`src/rtl/muldiv_issue_ctrl_pkg.sv`:
```
// -----------------------------------------------------------------------------
// muldiv_issue_ctrl_pkg
// Shared definitions for the execute-stage divide initiator:
//   - M-extension divide/remainder opcode constants (INST_*) and ZEROWORD
//   - FSM state encoding (IDLE / ISSUE / DONE)
//   - opcode class predicates: is_legal, is_signed, is_word, is_rem
//   - default issue timeout
// -----------------------------------------------------------------------------
package muldiv_issue_ctrl_pkg;

  localparam logic [7:0] INST_DIV   = 8'h30;
  localparam logic [7:0] INST_DIVU  = 8'h31;
  localparam logic [7:0] INST_REM   = 8'h32;
  localparam logic [7:0] INST_REMU  = 8'h33;
  localparam logic [7:0] INST_DIVW  = 8'h34;
  localparam logic [7:0] INST_DIVUW = 8'h35;
  localparam logic [7:0] INST_REMW  = 8'h36;
  localparam logic [7:0] INST_REMUW = 8'h37;

  localparam logic [31:0] ZEROWORD = 32'h0;

  localparam int DEF_TIMEOUT_CYC = 160;

  localparam logic [1:0] ST_IDLE  = 2'd0;
  localparam logic [1:0] ST_ISSUE = 2'd1;
  localparam logic [1:0] ST_DONE  = 2'd2;

  function automatic logic is_legal(input logic [7:0] op);
    case (op)
      INST_DIV, INST_DIVU, INST_REM, INST_REMU,
      INST_DIVW, INST_DIVUW, INST_REMW, INST_REMUW: is_legal = 1'b1;
      default:                                      is_legal = 1'b0;
    endcase
  endfunction

  function automatic logic is_signed(input logic [7:0] op);
    is_signed = (op == INST_DIV) || (op == INST_REM) ||
                (op == INST_DIVW) || (op == INST_REMW);
  endfunction

  function automatic logic is_word(input logic [7:0] op);
    is_word = (op == INST_DIVW) || (op == INST_DIVUW) ||
              (op == INST_REMW) || (op == INST_REMUW);
  endfunction

  function automatic logic is_rem(input logic [7:0] op);
    is_rem = (op == INST_REM) || (op == INST_REMU) ||
             (op == INST_REMW) || (op == INST_REMUW);
  endfunction

endpackage

```
`src/rtl/muldiv_fixup.sv`:
```
// -----------------------------------------------------------------------------
// muldiv_fixup
// Purely combinational RISC-V result correction for the divider.
// Ports:
//   raw        unsigned quotient/remainder magnitude from the divider
//   op1        numerator after W narrowing (returned on divide-by-zero REM,
//              and as the quotient on signed overflow)
//   neg1/neg2  operand sign flags (zero for unsigned ops)
//   rem_sign   remainder takes the sign of the numerator
//   rem_op     op is a remainder, else a quotient
//   word_op    W variant: final value sign-extended from bit 31
//   div_zero   denominator is zero
//   sgn_ovf    most-negative / -1 signed overflow
//   result     final rd value
// -----------------------------------------------------------------------------
module muldiv_fixup #(
  parameter int XLEN = 64
) (
  input  logic [XLEN-1:0] raw,
  input  logic [XLEN-1:0] op1,
  input  logic            neg1,
  input  logic            neg2,
  input  logic            rem_sign,
  input  logic            rem_op,
  input  logic            word_op,
  input  logic            div_zero,
  input  logic            sgn_ovf,
  output logic [XLEN-1:0] result
);

  logic [XLEN-1:0] pre;

  always_comb begin
    // NOTE: every always_comb output gets a default first so no path can infer a latch.
    pre = raw;
    if (div_zero) begin
      pre = rem_op ? op1 : '1;
    end else if (sgn_ovf) begin
      pre = rem_op ? '0 : op1;
    end else if (rem_op) begin
      pre = rem_sign ? -raw : raw;
    end else begin
      pre = (neg1 ^ neg2) ? -raw : raw;
    end

    result = pre;
    if (word_op) begin
      result = {{(XLEN-32){pre[31]}}, pre[31:0]};
    end
  end

endmodule

```
`src/rtl/muldiv_issue_ctrl.sv`:
```
// -----------------------------------------------------------------------------
// muldiv_issue_ctrl
// Execute-stage initiator for the iterative divider. Accepts one divide /
// remainder op from EX, narrows W operands, hands magnitudes to the divider,
// runs the ready/finish handshake with a timeout, and applies the RISC-V sign
// and corner-case fixups before a one-cycle write-back pulse.
// Ports:
//   clk, rst                    clock, synchronous active-high reset
//   ex_valid/ex_opcode/ex_op1/ex_op2   op from EX
//   flush                       abort any op in flight
//   ex_stall                    hold EX while the op is being accepted/issued
//   wb_valid/wb_data/wb_err     one-cycle result (wb_err = timeout abort)
//   div_divisor/div_dividend    |op1| / |op2| to the divider (port names are
//                               historical: div_divisor carries the numerator)
//   div_opcode/div_ready        opcode and request to the divider
//   div_rem_data/div_finish     divider result and completion pulse
// Build option: MULDIV_FASTPATH_EN resolves divide-by-zero, signed overflow
// and op2==1 in IDLE without ever raising div_ready.
// -----------------------------------------------------------------------------
module muldiv_issue_ctrl
  import muldiv_issue_ctrl_pkg::*;
#(
  parameter int XLEN        = 64,
  parameter int TIMEOUT_CYC = DEF_TIMEOUT_CYC,
  parameter int CNT_W       = 8
) (
  input  logic            clk,
  input  logic            rst,
  input  logic            ex_valid,
  input  logic [7:0]      ex_opcode,
  input  logic [XLEN-1:0] ex_op1,
  input  logic [XLEN-1:0] ex_op2,
  input  logic            flush,
  output logic            ex_stall,
  output logic            wb_valid,
  output logic [XLEN-1:0] wb_data,
  output logic            wb_err,
  output logic [XLEN-1:0] div_divisor,
  output logic [XLEN-1:0] div_dividend,
  output logic [7:0]      div_opcode,
  output logic            div_ready,
  input  logic [XLEN-1:0] div_rem_data,
  input  logic            div_finish
);

  logic [1:0]       state;
  logic [CNT_W-1:0] cnt;
  logic [XLEN-1:0]  op1_q;
  logic             neg1_q, neg2_q, div0_q, ovf_q;
  logic             wb_err_q;

  // ---- decode of the incoming op ----
  logic            legal, sgn_d, word_d;
  logic [XLEN-1:0] op1_d, op2_d, abs1_d, abs2_d, min_d;
  logic            neg1_d, neg2_d, div0_d, ovf_d, fast_d, accept;

  assign legal  = is_legal(ex_opcode);
  assign sgn_d  = is_signed(ex_opcode);
  assign word_d = is_word(ex_opcode);

  always_comb begin
    op1_d = ex_op1;
    op2_d = ex_op2;
    if (word_d) begin
      op1_d = sgn_d ? {{(XLEN-32){ex_op1[31]}}, ex_op1[31:0]} : XLEN'(ex_op1[31:0]);
      op2_d = sgn_d ? {{(XLEN-32){ex_op2[31]}}, ex_op2[31:0]} : XLEN'(ex_op2[31:0]);
    end
  end

  // Most negative value at the op's width, already sign-extended for W ops.
  assign min_d  = word_d ? {{(XLEN-31){1'b1}}, 31'b0} : {1'b1, {(XLEN-1){1'b0}}};

  assign neg1_d = sgn_d & op1_d[XLEN-1];
  assign neg2_d = sgn_d & op2_d[XLEN-1];
  assign abs1_d = neg1_d ? -op1_d : op1_d;
  assign abs2_d = neg2_d ? -op2_d : op2_d;
  assign div0_d = (op2_d == '0);
  assign ovf_d  = sgn_d & (op1_d == min_d) & (op2_d == '1);

`ifdef MULDIV_FASTPATH_EN
  assign fast_d = div0_d | ovf_d | (op2_d == XLEN'(1));
`else
  assign fast_d = 1'b0;
`endif

  assign accept = (state == ST_IDLE) & ex_valid & legal & ~flush;

  // ---- fixup: decoded inputs in IDLE (fast path), latched inputs otherwise ----
  logic            idle;
  logic [XLEN-1:0] fx_raw, fx_op1, fx_res;
  logic            fx_neg1, fx_neg2, fx_rem, fx_word, fx_div0, fx_ovf;

  assign idle    = (state == ST_IDLE);
  // For op2==1 the quotient magnitude is |op1| and the remainder is zero.
  assign fx_raw  = idle ? (is_rem(ex_opcode) ? '0 : abs1_d) : div_rem_data;
  assign fx_op1  = idle ? op1_d  : op1_q;
  assign fx_neg1 = idle ? neg1_d : neg1_q;
  assign fx_neg2 = idle ? neg2_d : neg2_q;
  assign fx_rem  = idle ? is_rem(ex_opcode)  : is_rem(div_opcode);
  assign fx_word = idle ? word_d             : is_word(div_opcode);
  assign fx_div0 = idle ? div0_d : div0_q;
  assign fx_ovf  = idle ? ovf_d  : ovf_q;

  muldiv_fixup #(.XLEN(XLEN)) u_fixup (
    .raw      (fx_raw),
    .op1      (fx_op1),
    .neg1     (fx_neg1),
    .neg2     (fx_neg2),
    .rem_sign (fx_neg1),
    .rem_op   (fx_rem),
    .word_op  (fx_word),
    .div_zero (fx_div0),
    .sgn_ovf  (fx_ovf),
    .result   (fx_res)
  );

  // The first ISSUE cycle (cnt==0) ignores div_finish to reject a stale pulse.
  logic fin_ok, timed_out;
  assign fin_ok    = div_finish & (cnt != '0);
  assign timed_out = (cnt == CNT_W'(TIMEOUT_CYC - 1));

  always_ff @(posedge clk) begin
    // NOTE: sequential state uses non-blocking assignments so every flop samples pre-edge values.
    if (rst) begin
      state        <= ST_IDLE;
      cnt          <= '0;
      op1_q        <= '0;
      neg1_q       <= 1'b0;
      neg2_q       <= 1'b0;
      div0_q       <= 1'b0;
      ovf_q        <= 1'b0;
      wb_err_q     <= 1'b0;
      wb_data      <= '0;
      div_divisor  <= '0;
      div_dividend <= '0;
      div_opcode   <= '0;
    end else begin
      case (state)
        ST_IDLE: begin
          if (accept) begin
            op1_q        <= op1_d;
            neg1_q       <= neg1_d;
            neg2_q       <= neg2_d;
            div0_q       <= div0_d;
            ovf_q        <= ovf_d;
            div_divisor  <= abs1_d;
            div_dividend <= abs2_d;
            div_opcode   <= ex_opcode;
            cnt          <= '0;
            wb_err_q     <= 1'b0;
            if (fast_d) begin
              wb_data <= fx_res;
              state   <= ST_DONE;
            end else begin
              state   <= ST_ISSUE;
            end
          end
        end
        ST_ISSUE: begin
          cnt <= cnt + 1'b1;
          if (flush) begin
            state <= ST_IDLE;
          end else if (fin_ok) begin
            wb_data  <= fx_res;
            wb_err_q <= 1'b0;
            state    <= ST_DONE;
          end else if (timed_out) begin
            wb_data  <= XLEN'(ZEROWORD);
            wb_err_q <= 1'b1;
            state    <= ST_DONE;
          end
        end
        default: state <= ST_IDLE;
      endcase
    end
  end

  assign div_ready = (state == ST_ISSUE);
  assign ex_stall  = (state == ST_ISSUE) | ((state == ST_IDLE) & ex_valid & legal);
  // A flush in DONE discards the result instead of writing it back.
  assign wb_valid  = (state == ST_DONE) & ~flush;
  assign wb_err    = wb_err_q & wb_valid;

endmodule

```
`config.mk`:
```
export PLATFORM = sky130hd
export DESIGN_NAME = muldiv_issue_ctrl
export DESIGN_NICKNAME = d
export VERILOG_FILES = /design/src/rtl/muldiv_issue_ctrl_pkg.sv /design/src/rtl/muldiv_fixup.sv /design/src/rtl/muldiv_issue_ctrl.sv
export SDC_FILE = /design/constraint.sdc
export NUM_CORES = 1
export LEC_CHECK = 0
export ABC_CLOCK_PERIOD_IN_PS = 11210
export BUFFER_PORTS_ARGS = -buffer_cell sky130_fd_sc_hd__buf_2
export CORE_AREA = 10 10 239 241
export CTS_BUF_LIST = sky130_fd_sc_hd__clkbuf_4 sky130_fd_sc_hd__clkbuf_8
export CTS_CLUSTER_SIZE = 28
export DETAILED_ROUTE_END_ITERATION = 12
export DIE_AREA = 0 0 249 251
export GPL_TIMING_DRIVEN = 0
export REMOVE_ABC_BUFFERS = 1
export SYNTH_ARGS = -nofsm -noshare
export SYNTH_HDL_FRONTEND = slang
export SYNTH_SLANG_ARGS = --single-unit
```
`constraint.sdc`:
```
create_clock -name clk -period 11.21 [get_ports clk]
set_input_delay 0.5605 -clock clk [delete_from_list [all_inputs] [get_ports clk]]
set_output_delay 0.5605 -clock clk [all_outputs]
set_load 0.02 [all_outputs]
```
# == Word-level counts from Yosys, hierarchy flattened ==
# Cells that the tools add are included.
# op_classes
add_sub_neg,4
n_eq_ne,23
n_mux,38
bitwise_logic,13
n_reduce_logical,26
# op_table
operator,count
64-bit two-way mux,18
64-bit negator,3
"8-bit by 6-bit equality test with 1-bit output, second input constant",14
64-bit equality test,1
"64-bit equality test, second input constant",1
64-bit logical NOT,1
63-bit two-way mux,1
8-bit one-hot mux with 2 select lines,1
1-bit logical OR,15
1-bit two-way mux,11
1-bit bitwise AND,10
"8-bit by 1-bit adder with 8-bit output, second input constant",1
"8-bit equality test, second input constant",1
2-bit two-way mux,4
8-bit two-way mux,1
8-bit nonzero test,1
8-bit OR reduction,1
2-bit AND reduction,3
"2-bit != test, second input constant",2
"4-bit by 2-bit != test with 1-bit output, second input constant",1
2-bit one-hot mux with 2 select lines,1
4-bit AND reduction,1
2-bit nonzero test,2
"3-bit by 1-bit != test with 1-bit output, second input constant",1
other kinds (8),8
# totals
register_bits,279
input_bits,205
out_inout_bits,204
word_cells,116

# == Longest topological paths before layout ==
# Gate-level depths: netlist (run 1).
# logic_depth
depth_word,17
ltp_mapped,24
mapped_depth_nobuf,15

# == Hierarchy ==
# Synthesis (run 1) repeated with hierarchy kept, for this count alone.
# unflattened
hier_cells,2612
area_unflattened_um2,18411.4
# by_module_without_submodules
module,instances,cells_per_inst,area_per_inst_um2,seq_area_each_um2
muldiv_issue_ctrl,1,2059,15124.5,5565.3
muldiv_fixup,1,553,3286.9,0.0

# == Worst setup path after synthesis (run 1) ==
# No wires, ideal clock.
# synth_path
path_kind,flip-flop to flip-flop
start,register state[0]
end,register wb_data[60]
setup_time_ns,0.086
arrival_time_ns,5.827
required_time_ns,11.124
setup_slack_ns,5.296
path_stages_with_launch,24
n_path_buf,10
synth_period_minus_slack_ns,5.914
cell_sequence,dfxtp_1 > or2_2 > clkbuf_1 > clkbuf_1 > buf_1 > clkbuf_1 > clkbuf_1 > clkbuf_1 > buf_1 > clkbuf_1 > clkbuf_1 > o21ai_0 > inv_1 > ha_1 > o21ai_0 > or4_1 > or3_1 > or4_4 > buf_6 > nor3_4 > a41oi_2 > xor2_1 > or3_1 > a221oi_2
# synth_via
elab_chain_cells,9
elab_cells_between_ends,21
classes_between,1 x add/sub; 1 x eq/ne; 16 x mux; 1 x bitwise; 2 x reduce/logical
# synth_lines
item,line,source
"start, declared",muldiv_issue_ctrl.sv:46,logic [1:0] state;
"start signal, assigned",muldiv_issue_ctrl.sv:125,state <= ST_IDLE;
"start signal, assigned",muldiv_issue_ctrl.sv:153,state <= ST_DONE;
"start signal, assigned",muldiv_issue_ctrl.sv:155,state <= ST_ISSUE;
2-bit logical NOT,"muldiv_issue_ctrl.sv:86, muldiv_issue_ctrl.sv:93, muldiv_issue_ctrl.sv:138",
"64-bit two-way mux, or another cell as far along",muldiv_issue_ctrl.sv:95,assign fx_raw = idle ? (is_rem(ex_opcode) ? '0 : abs1_d) : div_rem_data;
64-bit negator or 1-bit XOR (tied branches),"muldiv_fixup.sv:41, muldiv_fixup.sv:43",
"64-bit two-way mux, on equally long branches","muldiv_fixup.sv:43, muldiv_fixup.sv:41",
64-bit two-way mux,muldiv_fixup.sv:40,end else if (rem_op) begin
64-bit two-way mux,muldiv_fixup.sv:38,end else if (sgn_ovf) begin
64-bit two-way mux,muldiv_fixup.sv:36,if (div_zero) begin
64-bit two-way mux,muldiv_fixup.sv:47,if (word_op) begin
64-bit two-way mux,muldiv_issue_ctrl.sv:163,end else if (fin_ok) begin
"end signal, assigned",muldiv_issue_ctrl.sv:152,wb_data <= fx_res;
"end signal, assigned",muldiv_issue_ctrl.sv:164,wb_data <= fx_res;
"end signal, assigned",muldiv_issue_ctrl.sv:168,wb_data <= XLEN'(ZEROWORD);
"end, declared",muldiv_issue_ctrl.sv:36,"output logic [XLEN-1:0] wb_data,"
# Parallel ways exist; a longest one is shown, timed or not.
# A chain may end at the register's enable or synchronous reset.

# == Worst setup path in the final report (run 1) ==
# layout_path
start,input port ex_opcode[6]
end,register wb_data[41]
# layout_via
elab_chain_cells,17
elab_cells_between_ends,49
classes_between,2 x add/sub; 9 x eq/ne; 23 x mux; 5 x bitwise; 10 x reduce/logical
# layout_lines
item,line,source
"start, declared",muldiv_issue_ctrl.sv:30,"input logic [7:0] ex_opcode,"
"8-bit by 6-bit equality test with 1-bit output, on equally long branches","muldiv_issue_ctrl_pkg.sv:29, muldiv_issue_ctrl_pkg.sv:37, muldiv_issue_ctrl_pkg.sv:47",
1-bit logical OR (2 in series),muldiv_issue_ctrl_pkg.sv:37,is_signed = (op == INST_DIV) || (op == INST_REM) ||
1-bit logical OR,muldiv_issue_ctrl_pkg.sv:38,(op == INST_DIVW) || (op == INST_REMW);
64-bit two-way mux,muldiv_issue_ctrl.sv:65,"op1_d = sgn_d ? {{(XLEN-32){ex_op1[31]}}, ex_op1[31:0]} : XLEN'(ex_op1[31:0]);"
64-bit two-way mux,muldiv_issue_ctrl.sv:64,if (word_d) begin
64-bit negator or 1-bit bitwise AND (tied branches),"muldiv_issue_ctrl.sv:75, muldiv_issue_ctrl.sv:73",
64-bit two-way mux,muldiv_issue_ctrl.sv:75,assign abs1_d = neg1_d ? -op1_d : op1_d;
64-bit two-way mux (2 in series),muldiv_issue_ctrl.sv:95,
64-bit negator,"muldiv_fixup.sv:41, muldiv_fixup.sv:43",
"64-bit two-way mux, on equally long branches","muldiv_fixup.sv:43, muldiv_fixup.sv:41",
64-bit two-way mux,muldiv_fixup.sv:40,
64-bit two-way mux,muldiv_fixup.sv:38,
64-bit two-way mux,muldiv_fixup.sv:36,
64-bit two-way mux (*),muldiv_fixup.sv:47,
64-bit two-way mux (*),muldiv_issue_ctrl.sv:163,
# Every way passes the cells marked *; elsewhere a longest branch is shown, timed or not.

==> results of run 1 <==
==> critical path, cell delays in order <==
cell and delay (ps):
sky130_fd_sc_hd__buf_2 120, sky130_fd_sc_hd__nand4bb_2 950, sky130_fd_sc_hd__o21ai_4 1100, sky130_fd_sc_hd__buf_16 260
sky130_fd_sc_hd__nor2_1 100, sky130_fd_sc_hd__a2111oi_0 860, sky130_fd_sc_hd__nand3_1 710, sky130_fd_sc_hd__nor4_1 940
sky130_fd_sc_hd__o211ai_1 370, sky130_fd_sc_hd__nor3_1 520, sky130_fd_sc_hd__nand2b_1 590, sky130_fd_sc_hd__nor2_1 200
sky130_fd_sc_hd__a32o_1 290
==> path summary, 6_finish.rpt <==
check / from / end / slack [ps] / cells past startpoint
worst max register to register: state[0] / wb_data[41] / 5050 / 15
worst min-delay path: ex_op1[28] / op1_q[28] / 180 / 3
worst min register to register: div_dividend[53] / div_dividend[53] / 450 / 2
worst max-delay path: ex_opcode[6] / wb_data[41] / 4120 / 13
==> state kept, by name, summed over array words and instances (netlist names) <==
signal	flops
ovf_q	1
div_dividend	64
div_divisor	64
div_opcode	8
neg1_q	1
state	2
neg2_q	1
wb_err_q	1
op1_q	63
wb_data	64
div0_q	1
cnt	8
==> cells by family (layout without fill, tap and decap cells) <==
kind of cell,count (synthesis),count (layout),synth area share
AND/OR/NAND/NOR,1053,1053,0.277
AO/OA/AOI/OAI,760,760,0.274
flip-flops,278,278,0.307
buffers and inverters,228,587,0.0485
XOR/XNOR,164,164,0.0792
multiplexers,19,19,0.0106
adder cells (fa/ha/maj),6,6,0.00414
other,0,7,0
==> synthesized netlist by cell type (11+ instances only) <==
master / count
sky130_fd_sc_hd__a41oi_1: 15
sky130_fd_sc_hd__a221o_1: 11
sky130_fd_sc_hd__nor2b_1: 15
sky130_fd_sc_hd__clkbuf_1: 172
sky130_fd_sc_hd__or3_1: 28
sky130_fd_sc_hd__nor3_1: 66
sky130_fd_sc_hd__a31oi_1: 37
sky130_fd_sc_hd__and2_1: 23
sky130_fd_sc_hd__nand2b_1: 17
sky130_fd_sc_hd__nor4_1: 45
sky130_fd_sc_hd__or2_2: 14
sky130_fd_sc_hd__o31ai_1: 37
sky130_fd_sc_hd__a211oi_1: 101
sky130_fd_sc_hd__a221oi_1: 39
sky130_fd_sc_hd__buf_1: 20
sky130_fd_sc_hd__nand2_1: 326
sky130_fd_sc_hd__o21ai_0: 108
sky130_fd_sc_hd__a22oi_1: 25
sky130_fd_sc_hd__nand4_1: 59
sky130_fd_sc_hd__or4_1: 25
sky130_fd_sc_hd__inv_1: 24
sky130_fd_sc_hd__xnor2_1: 97
sky130_fd_sc_hd__a21oi_1: 270
sky130_fd_sc_hd__o41ai_1: 12
sky130_fd_sc_hd__mux2i_1: 17
sky130_fd_sc_hd__dfxtp_1: 278
sky130_fd_sc_hd__nor2_1: 328
sky130_fd_sc_hd__xor2_1: 67
sky130_fd_sc_hd__nand3_1: 48
sky130_fd_sc_hd__and3_1: 11
==> per-layer routing <==
layer / track usage / vias to the layer above
li1: - / 9833
met1: 0.322 / 10200
met2: 0.424 / 1069
met3: 0.0785 / 213
met4: 0.0936 / 36
met5: 0 / -
==> power groups by stage <==
stage          combinational (mW)  clock (mW)  sequential [mW]
2_1_floorplan               0.142           0             1.02
3_3_place_gp                0.289           0             1.02
4_1_cts                     0.296        1.22            0.994
5_1_grt                     0.325        1.26            0.994
3_5_place_dp                0.295           0             1.02
6_report                    0.301        1.19            0.995
==> through the flow <==
| stage | power (mW) | setup slack [ps] | setup TNS [ps] | hold WS [ps] |
|---|---|---|---|---|
| 2_1_floorplan | 1.16 | -5700 | -939840 | 426 |
| 3_3_place_gp | 1.31 | -16950 | -2936040 | 436 |
| 3_5_place_dp | 1.31 | 3650 | 0 | 441 |
| 4_1_cts | 2.51 | 4340 | 0 | 128 |
| 5_1_grt | 2.58 | 4020 | 0 | 169 |
| 6_report | 2.49 | 4120 | 0 | 185 |
==> area by class of cell <==
class                   instances  area (µm²)  share of cell area
multi-input cells            2002       11800               0.526
clock buffers                  77        1020              0.0451
clock inverters                21         236              0.0105
inverters                      24        90.1             0.00400
repair buffers                465        2880               0.128
well taps                     688         861              0.0382
diodes                          7        17.5            0.000778
flip-flops and latches        278        5570               0.247
==> impl_metrics.tcl, run 1 <==
set metrics [dict create \
    crit_path_start_kind "input port" \
    cell_internal_pwr_mw 1.80 \
    grt_remaining_overflow 0 \
    top_layer_used "met5" \
    drive_above_1_share 0.219 \
    period_minus_slack_ps 7090 \
    setup_repair_after_global_routing_missed_its_margin "false" \
    firstDrtPassIters 6 \
    dieWidth_um 249 \
    grt_pass1_wl_um 129000 \
    post_synth_inst_count 2508 \
    synth_cell_types 91 \
    number_of_antenna_violations_at_the_first_check_in_global_routing 23 \
    post_cts_buffers 0 \
    grt_max_degree 137 \
    htreeDepth 2 \
    critPathArrivalTime_ps 7630 \
    finalCoreUtilization 0.431 \
    postLayoutCellArea_um2 22500 \
    ctsHoldBuffers 0 \
    fp-row-count 84 \
    numPlacedInstances 3456 \
    die-area_um2 62500 \
    outcome "completed" \
    yosys-top-cells-area "sky130_fd_sc_hd__dfxtp_1, sky130_fd_sc_hd__a21oi_1, sky130_fd_sc_hd__nor2_1, sky130_fd_sc_hd__nand2_1, sky130_fd_sc_hd__xnor2_1" \
    total_wire_length_after_detailed_routing_um 86200 \
    initial_utilization 0.347 \
    synth_largest_type_area_fraction 0.307 \
    cts_resized 0 \
    tritoncts.num_buffers 53 \
    dpl_cell_area_um2 21200 \
    fp.coreArea_um2 52200 \
    final-hold-violation-count 0 \
    port_buffers 408 \
    pwr-share-clk 0.479 \
    critical_path_required_ps 11740 \
    met3_length_um 8690 \
    detail-route-antenna-nets 0 \
    power.static_leakage_nw 8.56 \
    route.vias.total 21400 \
    routabilityCongestion 0.933 \
    p_per_area_nw_per_um2 110 \
    async_flop_share 0 \
    die_y_extent_um 251 \
    yosysWarnings 0 \
    syn2layout_area_growth_pct 24.1 \
    reported_max_cap_violation_count 0 \
    met2WireLength_um 39100 \
    final_cells 3562 \
    drt-vias-per-instance 6.00 \
    skew_ps 44.1 \
    number_of_synthesized_flops_with_an_enable_pin 0 \
    clk_pin_slew_ps 60 \
    worstPathMaxFanout 27 \
    clkLatencyLatePin_ps 670 \
    power.share.sequential 0.400 \
    drt-wirelength-per-cell_um 24.2 \
    drt-met1-wl_um 35000 \
    dp_hpwl_um 65700 \
    slew_violations 0 \
    detailedRoute.firstIterationViolations 1782 \
    relative_slew_margins 0.111 \
    power.share.combinational 0.121 \
    part_of_the_yosys_area_used_for_sequential_elements 0.307 \
    first_global_vias 20600 \
    mappedNetlistArea_um2 18100 \
    syn-mean-instance-area_um2 7.24 \
    timing.fmax_ghz 0.141 \
    postSynthRegisterBits 278 \
    layout.cells.most_common_list "sky130_fd_sc_hd__buf_2, sky130_fd_sc_hd__nor2_1, sky130_fd_sc_hd__nand2_1" \
    globalRouteTotalUtil 0.261 \
    setup_viol 0 \
    total_net_switching_power_mw 0.688 \
    nNetsFinal 3035 \
    clock-sinks 278 \
    worst_hold_path_type "in2reg" \
    synth-main-ff-cell "sky130_fd_sc_hd__dfxtp_1" \
    peak_ir_drop_on_the_vdd_network_mv 0.0689 \
    clock_path_buffers 3 \
    mostFrequentLayoutCell "sky130_fd_sc_hd__buf_2" \
    switching_share 0.277 \
    setup.worst_path.class "in2reg" \
    design.portCount 409 \
    tritoncts "built" \
    crit_path_end_kind "flop" \
    final.period_utilization 0.633 \
    detail_route.drc_violations 0 \
    cts.root.buffer_cell "sky130_fd_sc_hd__clkbuf_8" \
    fillerInstances 5472 \
    worst-slew-pin-transition_ps 1320 \
    synth_largest_area_cell "sky130_fd_sc_hd__dfxtp_1" \
]
(Power assumes the default switching activity.)
==> inputs of run 2 (changes only) <==
--- a/config.mk
+++ b/config.mk
@@ -5,7 +5,7 @@
 export SDC_FILE = /design/constraint.sdc
 export NUM_CORES = 1
 export LEC_CHECK = 0
-export ABC_CLOCK_PERIOD_IN_PS = 11210
+export ABC_CLOCK_PERIOD_IN_PS = 5800
 export BUFFER_PORTS_ARGS = -buffer_cell sky130_fd_sc_hd__buf_2
 export CORE_AREA = 10 10 239 241
 export CTS_BUF_LIST = sky130_fd_sc_hd__clkbuf_4 sky130_fd_sc_hd__clkbuf_8
==> constraint.sdc (replaced) <==
create_clock -name clk -period 5.8 [get_ports clk]
set_input_delay 0.29 -clock clk [delete_from_list [all_inputs] [get_ports clk]]
set_output_delay 0.29 -clock clk [all_outputs]
set_load 0.02 [all_outputs]
==> impl_metrics.tcl, run 2 (same netlist as run 1, synthesis figures left out) <==
set metrics [dict create \
    outcome "completed" \
    final-hold-violation-count 0 \
    pwr-share-clk 0.475 \
    skew_ps 40.1 \
    period_minus_slack_ps 5750 \
    startpoint_of_the_most_critical_setup_path "ex_op1[2]" \
    clock-sinks 278 \
    total_net_switching_power_mw 1.34 \
    first_global_vias 21000 \
    fp-row-count 84 \
    grt_max_degree 137 \
    detailedRoute.firstIterationViolations 1930 \
    globalRouteTotalUtil 0.263 \
    min-delay-start "ex_op2[13]" \
    setup_repair_after_global_routing_missed_its_margin "false" \
    cell_internal_pwr_mw 3.50 \
    drt-wirelength-per-cell_um 24.0 \
    detail-route-antenna-nets 0 \
    dp_hpwl_um 65700 \
    tritoncts "built" \
    min_delay_path_depth 3 \
    total_wire_length_after_detailed_routing_um 87000 \
    layout_top_registers "div_dividend (64), div_divisor (64), wb_data (64)" \
    power.share.sequential 0.397 \
    p_per_area_nw_per_um2 209 \
    htreeDepth 2 \
    worst_hold_path_type "in2reg" \
    mostFrequentLayoutCell "sky130_fd_sc_hd__buf_2" \
    design.portCount 409 \
    fillerInstances 5404 \
    r2r_slack_ps 150 \
    place_worst_setup_slack_ps -1480 \
    timing.reg2reg.worst_path_depth 15 \
    setup.worst_path.class "in2reg" \
    tritoncts.num_buffers 53 \
    switching_share 0.277 \
    worst_r2r_startpoint "state[1]" \
    cts.root.buffer_cell "sky130_fd_sc_hd__clkbuf_8" \
    setup_viol 0 \
    routabilityCongestion 0.933 \
    nNetsFinal 3097 \
    detail_route.drc_violations 0 \
    critical_path_required_ps 6310 \
    power.static_leakage_nw 8.83 \
    critPathArrivalTime_ps 6270 \
    peak_ir_drop_on_the_vdd_network_mv 0.134 \
    setup_slack_ps 45.8 \
    power.share.combinational 0.128 \
    grt_remaining_overflow 0 \
    drive_above_1_share 0.216 \
    route.vias.total 21600 \
    final_cells 3621 \
    reported_max_cap_violation_count 0 \
    clk_pin_slew_ps 60 \
    fp.coreArea_um2 52200 \
    layout.cells.most_common_list "sky130_fd_sc_hd__buf_2, sky130_fd_sc_hd__nor2_1, sky130_fd_sc_hd__nand2_1" \
    initial_utilization 0.347 \
    port_buffers 408 \
    drt-vias-per-instance 5.96 \
    syn2layout_area_growth_pct 27.8 \
    crit_path_end_kind "flop" \
    slew_violations 0 \
    grt_pass1_wl_um 131000 \
    number_of_antenna_violations_at_the_first_check_in_global_routing 23 \
    die_y_extent_um 251 \
    final.period_utilization 0.992 \
    worstPathMaxFanout 8 \
    relative_slew_margins 0.121 \
    worst-slew-pin-transition_ps 1320 \
    timing.fmax_ghz 0.174 \
    clock_path_buffers 3 \
    clkLatencyLatePin_ps 670 \
    dieWidth_um 249 \
    crit_path_start_kind "input port" \
    numPlacedInstances 3456 \
    firstDrtPassIters 6 \
    die-area_um2 62500 \
]
run 2: cell types whose count changed in the layout (fill, tap and decap cells not counted), moves of 2 or more:
| cell | before | now |
|---|---|---|
| sky130_fd_sc_hd__a2111oi_0 | 8 | 6 |
| sky130_fd_sc_hd__diode_2 | 7 | 4 |
| sky130_fd_sc_hd__dlygate4sd3_1 | 0 | 62 |
| sky130_fd_sc_hd__a2111oi_1 | 0 | 2 |
run 2: area by class of cell:
type,instances,area (µm²),area share
timing repair buffer,527,3500,0.151
antenna,4,10.0,0.000432
clock buffer,77,1020,0.0438
multi-input combinational,2002,11900,0.513
tap,688,861,0.0371
sequential,278,5570,0.240
clock inverter,21,236,0.0102
inverter,24,90.1,0.00389
run 2: through the flow:
step	TNS, ps	power, mW	util	hold WS, ps	instance area [µm²]
after floorplan	-1959900	2.24	-	356	17400
after global placement	-4348050	2.52	0.388	436	20300
after detailed placement	-31960	2.53	0.407	441	21200
after CTS	0	4.88	0.443	1.98	23100
after global routing	0	5.02	0.444	38.6	23200
final	0	4.84	0.444	49.5	23200
run 2: worst paths after layout:
check / to
setup reg to reg: wb_data[55]
setup / recovery: wb_data[55]
hold / removal: div_dividend[13]
hold reg to reg: div_dividend[53]
run 2: layer usage:
| layer | track usage | wire (µm) | vias up |
|---|---|---|---|
| met3 | 0.0774 | 8110 | 208 |
| met1 | 0.325 | 35900 | 10300 |
| met4 | 0.0977 | 3130 | 36 |
| li1 | - | - | 9959 |
| met2 | 0.427 | 39600 | 1078 |
| met5 | 0 | 246 | - |
run 2: critical path, cell delays in order:
cell and delay [ps]:
sky130_fd_sc_hd__dlygate4sd3_1 550, sky130_fd_sc_hd__buf_2 160, sky130_fd_sc_hd__or3b_4 460, sky130_fd_sc_hd__or4_1 790, sky130_fd_sc_hd__o31ai_2 560, sky130_fd_sc_hd__xnor2_1 310
sky130_fd_sc_hd__o21ai_0 260, sky130_fd_sc_hd__or4_1 670, sky130_fd_sc_hd__or3_1 480, sky130_fd_sc_hd__nor4_4 720, sky130_fd_sc_hd__a41oi_1 340, sky130_fd_sc_hd__xnor2_1 210
sky130_fd_sc_hd__a221oi_1 360, sky130_fd_sc_hd__o21ai_1 90
run 2: timing repair:
| item | 4_1_cts | 5_1_grt |
|---|---|---|
| setup buffers | 0 | 0 |
| resized for setup | 4 | 8 |
| setup endpoints to repair | 27 | 14 |
| cloned | 0 | 0 |
| hold buffers | 62 | 0 |
| hold endpoints to repair | 65 | 0 |
run 2: power groups by stage:
stage               logic (mW)  clock network (mW)  registers (mW)
floorplan                0.275                   0            1.97
global placement         0.559                   0            1.96
detailed placement       0.569                   0            1.96
CTS                      0.607                2.35            1.92
global route             0.668                2.43            1.92
finish                   0.621                2.30            1.92
